### src/rtl/eater_pkg.sv
// ============================================================================
//  eater_pkg
//  Shared types and sizing constants for the RAM ownership arbiter.
//  Revision: 1.0
// ============================================================================
`default_nettype none

package eater_pkg;

    localparam int ADDR_W    = 4;
    localparam int DATA_W    = 8;
    localparam int RAM_DEPTH = 16;
    localparam int CNT_W     = $clog2(RAM_DEPTH) + 1;

    typedef enum logic [1:0] {
        CPU_OWN = 2'd0,
        DRAIN   = 2'd1,
        LOAD    = 2'd2,
        RELEASE = 2'd3
    } arb_state_t;

endpackage

`default_nettype wire

### src/rtl/ram_arbiter.sv
// ============================================================================
//  ram_arbiter
//  Hands a single-port RAM between the CPU and a bulk loader, freezing the
//  CPU at microcode step T0 before the loader is granted.
//  Optional readback path enabled by macro RAM_ARB_READBACK_EN.
//  Revision: 1.0
// ============================================================================
`default_nettype none

module ram_arbiter
    import eater_pkg::*;
(
    input  logic              clk,
    input  logic              clr_n,
    input  logic [ADDR_W-1:0] cpu_mar,
    input  logic              cpu_ri,
    input  logic [DATA_W-1:0] cpu_wdata,
    input  logic              cpu_boundary,
    output logic              cpu_hold,
    input  logic              ld_req,
    output logic              ld_grant,
    input  logic              ld_valid,
    output logic              ld_ready,
    input  logic              ld_we,
    input  logic [ADDR_W-1:0] ld_addr,
    input  logic [DATA_W-1:0] ld_wdata,
    output logic [DATA_W-1:0] ld_rdata,
    output logic              ld_rvalid,
    output logic [CNT_W-1:0]  ld_count,
    output logic [ADDR_W-1:0] ram_addr,
    output logic              ram_we,
    output logic [DATA_W-1:0] ram_wdata,
    input  logic [DATA_W-1:0] ram_rdata
);

    localparam logic [CNT_W-1:0] CNT_MAX = CNT_W'(RAM_DEPTH);

    arb_state_t state;
    logic       rd_block;
    logic       wr_acc;
    logic       rd_acc;

    assign ld_ready = (state == LOAD) && !rd_block;
    assign wr_acc   = ld_valid && ld_ready && ld_we;
    assign rd_acc   = ld_valid && ld_ready && !ld_we;

    always_comb begin
        ram_addr  = cpu_mar;
        ram_wdata = cpu_wdata;
        ram_we    = 1'b0;
        cpu_hold  = 1'b0;
        ld_grant  = 1'b0;
        case (state)
            CPU_OWN: ram_we = cpu_ri;
            DRAIN: begin
                // A CPU frozen at T0 must not write during the hand-over edge
                ram_we   = cpu_ri && !cpu_boundary;
                cpu_hold = cpu_boundary;
            end
            LOAD: begin
                ram_addr  = ld_addr;
                ram_wdata = ld_wdata;
                ram_we    = wr_acc;
                cpu_hold  = 1'b1;
                ld_grant  = 1'b1;
            end
            RELEASE: cpu_hold = 1'b1;
            default: ram_we = 1'b0;
        endcase
        if (!clr_n) begin
            ram_we = 1'b0;
        end
    end

    always_ff @(posedge clk or negedge clr_n) begin
        if (!clr_n) begin
            state    <= CPU_OWN;
            ld_count <= '0;
            rd_block <= 1'b0;
        end else begin
            rd_block <= rd_acc;
            case (state)
                CPU_OWN: if (ld_req) state <= DRAIN;
                DRAIN: begin
                    if (!ld_req) begin
                        state <= CPU_OWN;
                    end else if (cpu_boundary) begin
                        state    <= LOAD;
                        ld_count <= '0;
                    end
                end
                LOAD: begin
                    if (wr_acc && (ld_count != CNT_MAX)) begin
                        ld_count <= ld_count + 1'b1;
                    end
                    if (!ld_req) state <= RELEASE;
                end
                RELEASE: state <= CPU_OWN;
                default: state <= CPU_OWN;
            endcase
        end
    end

`ifdef RAM_ARB_READBACK_EN
    always_ff @(posedge clk or negedge clr_n) begin
        if (!clr_n) begin
            ld_rvalid <= 1'b0;
            ld_rdata  <= '0;
        end else begin
            ld_rvalid <= rd_acc;
            if (rd_acc) ld_rdata <= ram_rdata;
        end
    end
`else
    logic unused_rdata;
    assign unused_rdata = ^ram_rdata;
    assign ld_rvalid    = 1'b0;
    assign ld_rdata     = '0;
`endif

endmodule

`default_nettype wire

### config.mk
export PLATFORM = sky130hd
export DESIGN_NAME = ram_arbiter
export DESIGN_NICKNAME = d
export VERILOG_FILES = /design/src/rtl/eater_pkg.sv /design/src/rtl/ram_arbiter.sv
export SDC_FILE = /design/constraint.sdc
export NUM_CORES = 1
export LEC_CHECK = 0
export CORE_MARGIN = 2
export CORE_UTILIZATION = 30
export CTS_BUF_LIST = sky130_fd_sc_hd__clkbuf_16
export DETAILED_ROUTE_END_ITERATION = 16
export PLACE_DENSITY_LB_ADDON = 0.1
export SLEW_MARGIN = 10
export SYNTH_ARGS = -nofsm -noshare
export SYNTH_HDL_FRONTEND = slang
export SYNTH_SLANG_ARGS = --single-unit
export TNS_END_PERCENT = 30
### constraint.sdc
create_clock -name clk -period 1.6 [get_ports clk]
set_clock_uncertainty 0.15 [all_clocks]
set_input_delay 0.24 -clock clk [delete_from_list [all_inputs] [get_ports clk]]
set_output_delay 0.24 -clock clk [all_outputs]
set_load 0.02 [all_outputs]
# ---- Word-level counts from Yosys, hierarchy flattened
# Index checks and enable logic that the tools add are counted.
dict set report word_totals {
  regBits 8
  out_inout_bits 30
  wordCells 43
}
dict set report classes {
  n_addsub 1
  eq_ne 10
  n_mux 15
  reduce_logical 14
}
# op count
set op_table {}
lappend op_table {{5-bit 2-to-1 mux} 3}
lappend op_table {{5-bit case mux with 2 select lines} 1}
lappend op_table {{2-bit 2-to-1 mux} 4}
lappend op_table {{8-bit 2-to-1 mux} 1}
lappend op_table {{2-bit != test, second input constant} 4}
lappend op_table {{2-bit case mux with 4 select lines} 1}
lappend op_table {{1-bit logical AND} 6}
lappend op_table {{5-bit by 1-bit adder with 5-bit output, second input constant} 1}
lappend op_table {{5-bit != test, second input constant} 1}
lappend op_table {{2-bit equality test, second input constant} 2}
lappend op_table {{4-bit 2-to-1 mux} 1}
lappend op_table {{4-bit AND reduction} 1}
lappend op_table {{1-bit zero test} 3}
lappend op_table {{3-bit != test, second input constant} 1}
lappend op_table {{1-bit case mux with 3 select lines} 1}
lappend op_table {{3-bit AND reduction} 1}
lappend op_table {{2-bit by 1-bit equality test with 1-bit output, second input constant} 1}
lappend op_table {{2-bit zero test} 1}
lappend op_table {{1-bit 2-to-1 mux} 2}
lappend op_table {{2-bit by 1-bit != test with 1-bit output, second input constant} 1}
lappend op_table {{1-bit case mux with 2 select lines} 1}
lappend op_table {{2-bit nonzero test} 1}
lappend op_table {{2-bit OR reduction} 1}

# ---- Logic depth before layout (Yosys ltp)
dict set report logic_depth {
  depth_word 7
  mapped_depth 6
  depth_no_buf 5
}

# ---- Worst setup path after synthesis
# No wires, ideal clock.
dict set report synth_timing {
  path_kind {reg-to-output}
  start {register state[0]}
  end {output port ram_addr[0]}
  arrival_ns 1.181
  required_ns 1.210
  path_slack_ns 0.029
  path_stages_with_launch 6
  cell_sequence {dfrtp_1 > nand2b_1 > inv_1 > buf_4 > nand2_1 > nand2_1}
}
dict set report synth_via {
  elab_chain_cells 2
}
# element line
set synth_rtl {}
lappend synth_rtl {{start: declaration} ram_arbiter.sv:38} ;# arb_state_t state;
lappend synth_rtl {{start signal: assignment} ram_arbiter.sv:77} ;# state <= CPU_OWN;
lappend synth_rtl {{start signal: assignment} ram_arbiter.sv:83} ;# CPU_OWN: if (ld_req) state <= DRAIN;
lappend synth_rtl {{start signal: assignment} ram_arbiter.sv:86} ;# state <= CPU_OWN;
lappend synth_rtl {{2-bit equality test} ram_arbiter.sv:53} ;# case (state)
lappend synth_rtl {{4-bit 2-to-1 mux} ram_arbiter.sv:53}
lappend synth_rtl {{end: declaration} ram_arbiter.sv:30} ;# output logic [ADDR_W-1:0] ram_addr,
# No other way between the ends.

# ---- Worst setup path in the final report
dict set report layout_timing {
  start {register state[0]}
  end {output port ram_we}
}
dict set report layout_via {
  elab_chain_cells 6
  word_cells_on_any_way 8
}
# element line
set layout_rtl {}
lappend layout_rtl {{2-bit equality test} {ram_arbiter.sv:43, ram_arbiter.sv:53}}
lappend layout_rtl {{1-bit logical AND} ram_arbiter.sv:43} ;# assign ld_ready = (state == LOAD) && !rd_block;
lappend layout_rtl {{1-bit logical AND (2 in a row)} ram_arbiter.sv:44} ;# assign wr_acc = ld_valid && ld_ready && ld_we;
lappend layout_rtl {{1-bit case mux with 3 select lines (*)} ram_arbiter.sv:53}
lappend layout_rtl {{1-bit 2-to-1 mux (*)} ram_arbiter.sv:70} ;# if (!clr_n) begin
lappend layout_rtl {{end: declaration} ram_arbiter.sv:31} ;# output logic ram_we,
# Mark *: on every way between the ends. The rest lies on a longest branch, timed or not.

==> impl_metrics.py <==
metrics = {
    "synth": {
        "netlist.area_leader.share_pct": 26.8,
        "yosys_most_used_dff": "dfrtp_1",
        "synth.most_common_cell": "nand2_1",
        "yosysUniqueCellTypes": 30,
        "synth_seq_area_share_pct": 26.8,
        "netlist_top_cells_area": "dfrtp_1 27%, nand2_1 22%, buf_4 10%",
        "syn_area_um2": 746,
        "avgSynthCellArea_um2": 7.38,
        "synth_async_sr_flop_share_pct": 100,
        "synth_warnings": 0,
        "yosys_register_bits": 8,
        "synthCells": 101,
        "synth_edf_count": 0,
        "synth_top_area_cell": "dfrtp_1",
        "yosys-top-cells-count": "43 x nand2_1, 10 x buf_4, 8 x dfrtp_1",
    },
    "clocking": {
        "cts_sinks": 8,
        "cts_buffers": 3,
        "cts_tree": "done",
        "cts_root_buf": "clkbuf_16",
        "clk_pin_slew_ns": 0.04,
        "clk_latency_ns": 0.23,
        "ctsHtreeMaxLevel": 1,
        "cts_buffer_depth": 2,
    },
    "timing": {
        "finalHoldViolCount": 0,
        "period_share_pct": 102,
        "slew_viol_final": 0,
        "fmax_mhz": 612,
        "fin_ws_ns": -0.0336,
        "report.final.setup_viol": 7,
        "min_period_ns": 1.63,
        "rsz0062_at_grt": "true",
    },
    "worst_setup_path": {
        "setup.worst_path.start_class": "register",
        "crit_type": "reg2out",
        "worstPathRequired_ns": 1.21,
        "startpoint": "state[0]",
        "r2r_end": "ld_count[1]",
        "ff2ff_path_depth": 5,
        "rr_startpoint": "ld_count[0]",
        "cp.arrival_ns": 1.24,
        "end_kind": "output port",
        "r2r_slack_ns": 0.04,
        "path_max_fanout": 4,
    },
    "finish": {
        "fill_cells": 229,
        "drive_gt1_share_pct": 25.9,
        "fin_nets": 209,
        "diodes": 0,
        "multiInputGateArea_um2": 475,
        "syn_to_final_growth_pct": 91.8,
        "regArea_um2": 201,
    },
    "power": {
        "powerDensity_mw_per_mm2": 1390,
        "peakVddDrop_v": 0.000804,
        "intPower_mw": 1.19,
        "switching_share_pct": 40.4,
        "clock_power_share_pct": 20.9,
        "p_leak_nw": 0.737,
        "seqPwrFrac_pct": 17.3,
        "total_power_mw": 1.99,
        "power_frac_comb_pct": 61.8,
        "switching_power_uw": 804,
    },
    "drt": {
        "ant_nets": 0,
        "wl_um": 2340,
        "avgRoutedWirePerCell_um": 11.9,
        "via_count": 873,
        "via_per_inst": 4.45,
        "drc": 0,
        "drt_iter0_markers": 15,
        "dr.pass1.iters": 5,
    },
    "global_routing": {
        "grt_max_degree": 15,
        "grt_util_all_layers_pct": 15.6,
        "antenna_found_initial": 0,
        "grt_pass1_vias": 726,
        "grt_pass1_wl_um": 3290,
        "grt-ovfl-total": 0,
    },
    "place": {
        "dp_hpwl_um": 1850,
        "portBuffers": 51,
        "dpl_worst_slack_ns": -0.515,
        "gp_congestion": 0.810,
    },
    "floorplan": {
        "num_rows": 18,
        "dieWidth_um": 53.9,
        "core_area_mm2": 0.00241,
        "die_area_mm2": 0.00290,
        "initial_core_util_pct": 30.9,
        "ios": 69,
        "die_h_um": 53.9,
    },
    "status": {
        "status": "complete, but fails checks",
        "violations": "negative setup slack",
    },
    "flow_run": {
        "drv_cap": 0,
    },
    "hold_path": {
        "hold_class": "in2async",
    },
}
worst max-delay path by stage:
| stage | slack [ns] | depth (start not counted) | end |
|---|---|---|---|
| final | -0.03 | 4 | ram_we |
| after global routing | -0.08 | 4 | ram_we |
| after CTS | -0.06 | 5 | ram_we |
| after detailed placement | -0.52 | 5 | ram_we |
| after global placement | -0.50 | 5 | ram_we |
| after floorplan | 0.03 | 5 | ram_addr[0] |
cells in the final DEF (no fill, tap or decap), types with 2 or more instances in the layout:
cell type / n
nand2_1: 42
clkdlybuf4s50_1: 29
buf_4: 17
buf_6: 12
conb_1: 9
dfrtp_1: 7
dlygate4sd2_1: 5
inv_1: 4
nor2_1: 4
o21ai_0: 3
clkbuf_16: 3
nand4b_1: 2
mux2i_1: 2
nand3_1: 2
ha_1: 2
buf_2: 2
power groups by stage:
stage / combinational [mW] / clock (mW) / sequential, mW
6_report: 1.23 / 0.417 / 0.344
3_5_place_dp: 1.26 / 0 / 0.335
3_3_place_gp: 1.25 / 0 / 0.332
2_1_floorplan: 0.630 / 0 / 0.374
5_1_grt: 1.33 / 0.436 / 0.360
4_1_cts: 1.27 / 0.426 / 0.342
layer usage:
metal	track usage (%)	vias up	part of all wire, %
met3	6.11	3	8.1
met4	3.85	0	0.73
met5	0	-	0
met1	20.4	390	44
li1	-	447	-
met2	24.0	33	47
metrics by stage:
stage	instances	cell area, um2	utilization [%]	hold slack (ns)	TNS (ns)
6_report	196	1430	59.3	0.231	-0.0674
5_1_grt	196	1430	59.3	0.244	-0.940
4_1_cts	196	1440	59.6	0.230	-0.332
3_5_place_dp	193	1360	56.3	0.404	-5.68
3_3_place_gp	193	1360	56.3	0.396	-5.53
2_1_floorplan	109	776	-	-0.206	0
worst max-delay path: stages, from the launching register on:
cell and delay [ns]:
dfrtp_1 0.40, and4bb_4 0.31, a21oi_1 0.06, nor2_1 0.09, buf_4 0.15
cell type report:
class,count,area share [%]
Timing Repair Buffer,66,43.3
Multi-Input combinational cell,84,33.2
Sequential cell,8,14.1
Clock buffer,3,5.25
Tap cell,30,2.62
Inverter,5,1.49
cell families after synthesis:
family                     count (synthesis)  share of synthesized area (%)
xor gates and xnor gates                   1                           1.17
and+or+nand+nor                           58                           35.6
adders and majority gates                  2                           3.36
AOI/OAI and AO/OA                         12                           15.1
other                                      1                          0.503
buffers and inverters                     17                           14.8
muxes                                      2                           2.68
DFF                                        8                           26.8
what timing repair did:
action,4_1_cts,5_1_grt
hold buffers,0,0
pin swaps,0,3
resized for setup,98,3
endpoints found under the hold margin,0,0
setup endpoints to repair,21,19
buffers inserted,0,1
Note: power is estimated with default switching activity, not from simulation.
==> variant 1: new RTL, same settings <==
Build with the macro `RAM_ARB_READBACK_EN` defined.
--- a/src/rtl/ram_arbiter.sv
+++ b/src/rtl/ram_arbiter.sv
@@ -6,6 +6,8 @@
 //  Revision: 1.0
 // ============================================================================
 `default_nettype none
+
+`define RAM_ARB_READBACK_EN
 
 module ram_arbiter
     import eater_pkg::*;
Check against the original RTL: not equivalent (a bounded check fails within 4 cycles, from zero or initial values).
==> variant 1 against the original RTL <==
The flow still finishes with violations (negative setup slack). Sequential cell count increased by 8. Sequential power increased by 100%. Via count is 22% higher. Worst hold slack about the same. Area after synthesis increased by 36%. Wire length increased by 31%. Worst setup slack lost 0.041 ns. Count of clock-buffer cells in the layout stayed put. Cell area increased by 35%. Global-route usage grew 0.98 points. Utilization is 0.76 points lower. Register-to-register slack worse by 0.05 ns. Power increased by 44%. Largest cell class unchanged.
==> variant 1: results (changes against the original RTL) <==
* Antenna violations before repair at 0 (unchanged)
* Vias/cell at 4.45 (about the same)
* Inserted Clock Buffers at 3 (unchanged)
* YS warnings at 0 (unchanged)
* Share of flip-flops with an asynchronous set or reset at 1.00 (unchanged)
* FF-to-FF setup slack at -0.01 ns (was 0.04 ns)
* Fin worst setup slack at -0.0743 ns (was -0.0336 ns)
* Cells after Synth at 107 (was 101)
* First-pass GRT wire length at 5.20 mm (was 3.29 mm)
* H-tree levels at 1 (unchanged)
* Total track usage at 0.166 (was 0.156)
* Placed cells at 233 (was 193)
* Ranking of synthesized cells by area: dfrtp_1 39%, nand2_1 15%, mux2_2 8.9% (was dfrtp_1 27%, nand2_1 22%, buf_4 10%)
* Worst Reg2Reg Path Length in Cells at 5 (unchanged)
* Netlist cell types at 30 (unchanged)
* Final setup fails at 14 (was 7)
* Ratio of cells with drive above 1 in the final layout at 0.289 (was 0.259)
* Routability Congestion at 0.782 (was 0.810)
* NumNets Final at 236 (was 209)
* Peak supply drop at 0.000695 V (was 0.000804 V)
* Worst-Margin Slew at 0.247 ns
* Critical Path Fanout Max at 4 (unchanged)
* Largest registers: ld_rdata: 8 flops, ld_count: 5 flops
* Clk pin slew, worst setup/hold paths at 0.05 ns
* Leakage at 1.01 nW (was 0.737 nW)
* Largest net degree at the start of global routing at 17 (was 15)
* WP data arrival at 1.28 ns (was 1.24 ns)
* Port bufs at 68 (was 51)
* Register area share after synthesis at 0.395 (was 0.268)
* Antenna cells at 0 (unchanged)
* Root buf cell: clkbuf_16 (unchanged)
* Vias in the first global route at 1090 (was 726)
* Top cells by count, synth: 40 x nand2_1, 16 x dfrtp_1, 8 x mux2_2 (was 43 x nand2_1, 10 x buf_4, 8 x dfrtp_1)
* Clk Latency, worst-skew pair at 0.25 ns (was 0.23 ns)
* DR iter-0 viols at 33 (was 15)
* WL per Instance at 12.8 um (was 11.9 um)
* Violated checks: negative setup slack (unchanged)
* Bufs on Longest Clock Path at 2 (unchanged)
* Status: complete, but fails checks (unchanged)
* Routed WL at 3.06 mm (was 2.34 mm)
* Reg2reg end: ld_count[4]$_DFFE_PN0P_ (was ld_count[1]$_DFFE_PN0P_)
* Detailed placement HPWL at 2.46 mm (was 1.85 mm)
* Syn nets at 148
* HP Class: input pin to asynchronous set/reset pin (unchanged)
* First-pass detailed-route iteration total at 4 (was 5)
-- variant 1: cell count changes in the layout (fill, tap and decap cells not counted), moves of 3 or more --
cell	change
buf_2	+9
clkdlybuf4s50_1	+9
conb_1	-9
dfrtp_1	+8
mux2_2	+8
dlygate4sd2_1	+5
buf_6	-4
buf_4	-3
dlymetal6s2s_1	+3
nand2_1	-3
-- variant 1: layer usage --
layer | part of all wire | GRT usage
met5 | 0 | 0
met3 | 0.061 | 0.0399
met4 | 0.0046 | 0.0500
met2 | 0.50 | 0.295
met1 | 0.43 | 0.199
-- variant 1: how the worst max path moves through the flow --
stage                                  from                      end  depth (start not counted)
floorplan           ld_count[0]$_DFFE_PN0P_  ld_count[4]$_DFFE_PN0P_                          5
global placement                   ld_valid                   ram_we                          5
detailed placement                 ld_valid                   ram_we                          5
CTS                    state[0]$_DFFE_PN0P_                   ram_we                          4
global route           state[0]$_DFFE_PN0P_                   ram_we                          4
finish                 state[0]$_DFFE_PN0P_                   ram_we                          4
-- variant 1: critical path: stages, from the launching register on --
cell	delay (ns)
dfrtp_1	0.42
nand4bb_4	0.21
o22ai_1	0.12
and3_1	0.18
buf_6	0.12
-- variant 1: kinds of logic after synthesis --
logic type,after synthesis,share of synthesized area
DFF,16,0.395
and+or+nand+nor,59,0.343
buffers and inverters,10,0.0493
muxes,10,0.109
AOI/OAI and AO/OA,9,0.0715
xor gates and xnor gates,1,0.00863
adders and majority gates,2,0.0247
-- variant 1: final cells by class --
cell class	count	area (um^2)
repair buffers	86	788
clock buffers	3	75.1
fillers	304	1360
inverters	7	31.3
flip-flops and latches	16	402
well taps	46	57.6
multi-input cells	81	567
clock inverters	1	3.75
-- variant 1: metrics by stage --
stage                     worst slack, ns  TNS (ns)  hold WS (ns)  utilization  instance area [um^2]
final                             -0.0743    -0.801         0.232        0.586                  1920
after global placement             -0.578     -6.92         0.339        0.565                  1860
after CTS                         -0.0860     -1.00         0.240        0.575                  1890
after detailed placement           -0.578     -7.60         0.348        0.565                  1860
after floorplan                    0.0289         0        -0.206            -                  1010
after global routing               -0.150     -2.40         0.259        0.586                  1920
-- variant 1: power by group --
part	total [W]	internal (W)	switching, W
Clock	0.000489	0.000332	0.000157
Sequential	0.000691	0.000561	0.000129
Combinational	0.00170	0.000864	0.000831
Total	0.00287	0.00176	0.00112
-- variant 1: what timing repair did --
action / 4_1_cts / 5_1_grt
pin swaps: 1 / 1
setup endpoints to repair: 35 / 31
setup buffers: 3 / 0
hold buffers: 0 / 0
endpoints found under the hold margin: 0 / 0
gates resized for setup: 83 / 12
==> variant 2: new RTL, same settings <==
Made on the original files. Register the output `ld_count` once more, cleared by the reset; this adds one clock of latency there. The other outputs are not delayed to match.
--- a/src/rtl/ram_arbiter.sv
+++ b/src/rtl/ram_arbiter.sv
@@ -34,6 +34,8 @@
 );
 
     localparam logic [CNT_W-1:0] CNT_MAX = CNT_W'(RAM_DEPTH);
+
+    logic [CNT_W-1:0] ld_count_s0;
 
     arb_state_t state;
     logic       rd_block;
@@ -75,7 +77,7 @@
     always_ff @(posedge clk or negedge clr_n) begin
         if (!clr_n) begin
             state    <= CPU_OWN;
-            ld_count <= '0;
+            ld_count_s0 <= '0;
             rd_block <= 1'b0;
         end else begin
             rd_block <= rd_acc;
@@ -86,12 +88,12 @@
                         state <= CPU_OWN;
                     end else if (cpu_boundary) begin
                         state    <= LOAD;
-                        ld_count <= '0;
+                        ld_count_s0 <= '0;
                     end
                 end
                 LOAD: begin
-                    if (wr_acc && (ld_count != CNT_MAX)) begin
-                        ld_count <= ld_count + 1'b1;
+                    if (wr_acc && (ld_count_s0 != CNT_MAX)) begin
+                        ld_count_s0 <= ld_count_s0 + 1'b1;
                     end
                     if (!ld_req) state <= RELEASE;
                 end
@@ -118,6 +120,14 @@
     assign ld_rdata     = '0;
 `endif
 
+    always_ff @(posedge clk or negedge clr_n) begin
+        if (!clr_n) begin
+            ld_count <= '0;
+        end else begin
+            ld_count <= ld_count_s0;
+        end
+    end
+
 endmodule
 
 `default_nettype wire
Check against the original RTL: not equivalent (a bounded check fails within 4 cycles, from zero or initial values).
==> variant 2 against the original RTL <==
The run still ends with negative setup slack left. Wire length grew 4.2%. Worst hold slack worse by 0.0094 ns. Power rose by 12%. Cell area up 13%. Worst setup slack worse by 0.069 ns. Count of clock-buffer cells in the layout unchanged. Area after synthesis up 18%. Sequential cell count grew 5.
==> variant 2: results (changes against the original RTL) <==
* Status: complete, but fails checks (unchanged)
* Violated checks: negative setup slack (unchanged)
* First-pass GRT wire length at 3.88 mm (was 3.29 mm)
* Vias/cell at 4.51 (was 4.45)
* Final setup fails at 15 (was 7)
* Vias in the first global route at 862 (was 726)
* Fin worst setup slack at -0.103 ns (was -0.0336 ns)
* Slowest stage delay, CP at 0.42 ns (was 0.40 ns)
* Leakage at 0.831 nW (was 0.737 nW)
* Final std cells w/o fill at 205 (was 196)
* Detailed placement HPWL at 1.86 mm (was 1.85 mm)
* First-pass detailed-route iteration total at 4 (was 5)
* Peak supply drop at 0.000935 V (was 0.000804 V)
* Routability Congestion at 0.726 (was 0.810)
* WL per Instance at 11.9 um (about the same)
* Ranking of synthesized cells by area: dfrtp_1 37%, nand2_1 17%, buf_4 8.5% (was dfrtp_1 27%, nand2_1 22%, buf_4 10%)
* Total track usage at 0.146 (was 0.156)
* FF-to-FF setup slack at -0.01 ns (was 0.04 ns)
* YS warnings at 0 (unchanged)
* Switching Share at 0.384 (was 0.404)
* Placed cells at 198 (was 193)
* Worst Reg2Reg Path Length in Cells at 5 (unchanged)
* Netlist cell types at 28 (was 30)
* Logic pwr share at 0.559 (was 0.618)
* Top cells by count, synth: 40 x nand2_1, 13 x dfrtp_1, 10 x buf_4 (was 43 x nand2_1, 10 x buf_4, 8 x dfrtp_1)
* Placed Area at 1500 um^2 (was 1360 um^2)
* Register area share after synthesis at 0.368 (was 0.268)
* Seq pwr at 0.000516 W (was 0.000344 W)
* Net Sw Power at 0.000856 W (was 0.000804 W)
* Ratio of cells with drive above 1 in the final layout at 0.287 (was 0.259)
* DR iter-0 viols at 23 (was 15)
* Reg2reg end: ld_count_s0[4]$_DFFE_PN0P_ (was ld_count[1]$_DFFE_PN0P_)
* Reg-to-reg critical path startpoint: state[0]$_DFFE_PN0P_ (was ld_count[0]$_DFFE_PN0P_)
* Crit-path leading delay family: simple AND/OR/NAND/NOR gates (was flip-flops)
* Cells after Synth at 106 (was 101)
-- variant 2: per-stage QoR --
step	TNS, ns	setup WS [ns]	hold slack, ns
after floorplan	0	0.0404	-0.206
after global placement	-4.08	-0.500	0.285
after detailed placement	-4.53	-0.543	0.286
after CTS	-0.645	-0.0902	0.222
after global routing	-2.10	-0.166	0.255
final	-1.04	-0.103	0.222
-- variant 2: cell families (layout without fill, tap and decap cells) --
logic type / after synthesis / in the layout / synth area share
compound gates: 9 / 9 / 0.0807
other cells: 1 / 9 / 0.00425
xor+xnor: 1 / 1 / 0.00992
mux: 2 / 2 / 0.0227
buf+inv: 19 / 79 / 0.129
flops: 13 / 13 / 0.368
fa+ha+maj: 2 / 2 / 0.0283
simple gates: 59 / 59 / 0.357
-- variant 2: worst max path at each step --
stage	endpoint	slack, ns	cells past startpoint
final	ram_we	-0.10	4
after global routing	ram_we	-0.17	4
after CTS	ram_we	-0.09	4
after detailed placement	ram_we	-0.54	5
after global placement	ram_we	-0.50	5
after floorplan	ram_addr[0]	0.04	5
-- variant 2: timing repair --
item	in CTS	in global routing
endpoints found under the setup margin	17	15
pin swaps	3	6
resized for setup	68	16
gates cloned	0	1
setup buffers	1	1
-- variant 2: cell type report --
type	instances	area (um^2)
clock buffer	3	75.1
clock inverter	1	5.00
fill	247	1170
inverter	7	31.3
multi-input combinational	82	509
sequential	13	327
tap	31	38.8
timing repair buffer	68	624
-- variant 2: routing by layer --
layer	share of wire	track usage	vias up
li1	-	-	469
met1	0.40	0.173	411
met2	0.48	0.254	43
met3	0.11	0.0402	2
met4	0.0066	0.0498	0
met5	0	0	-
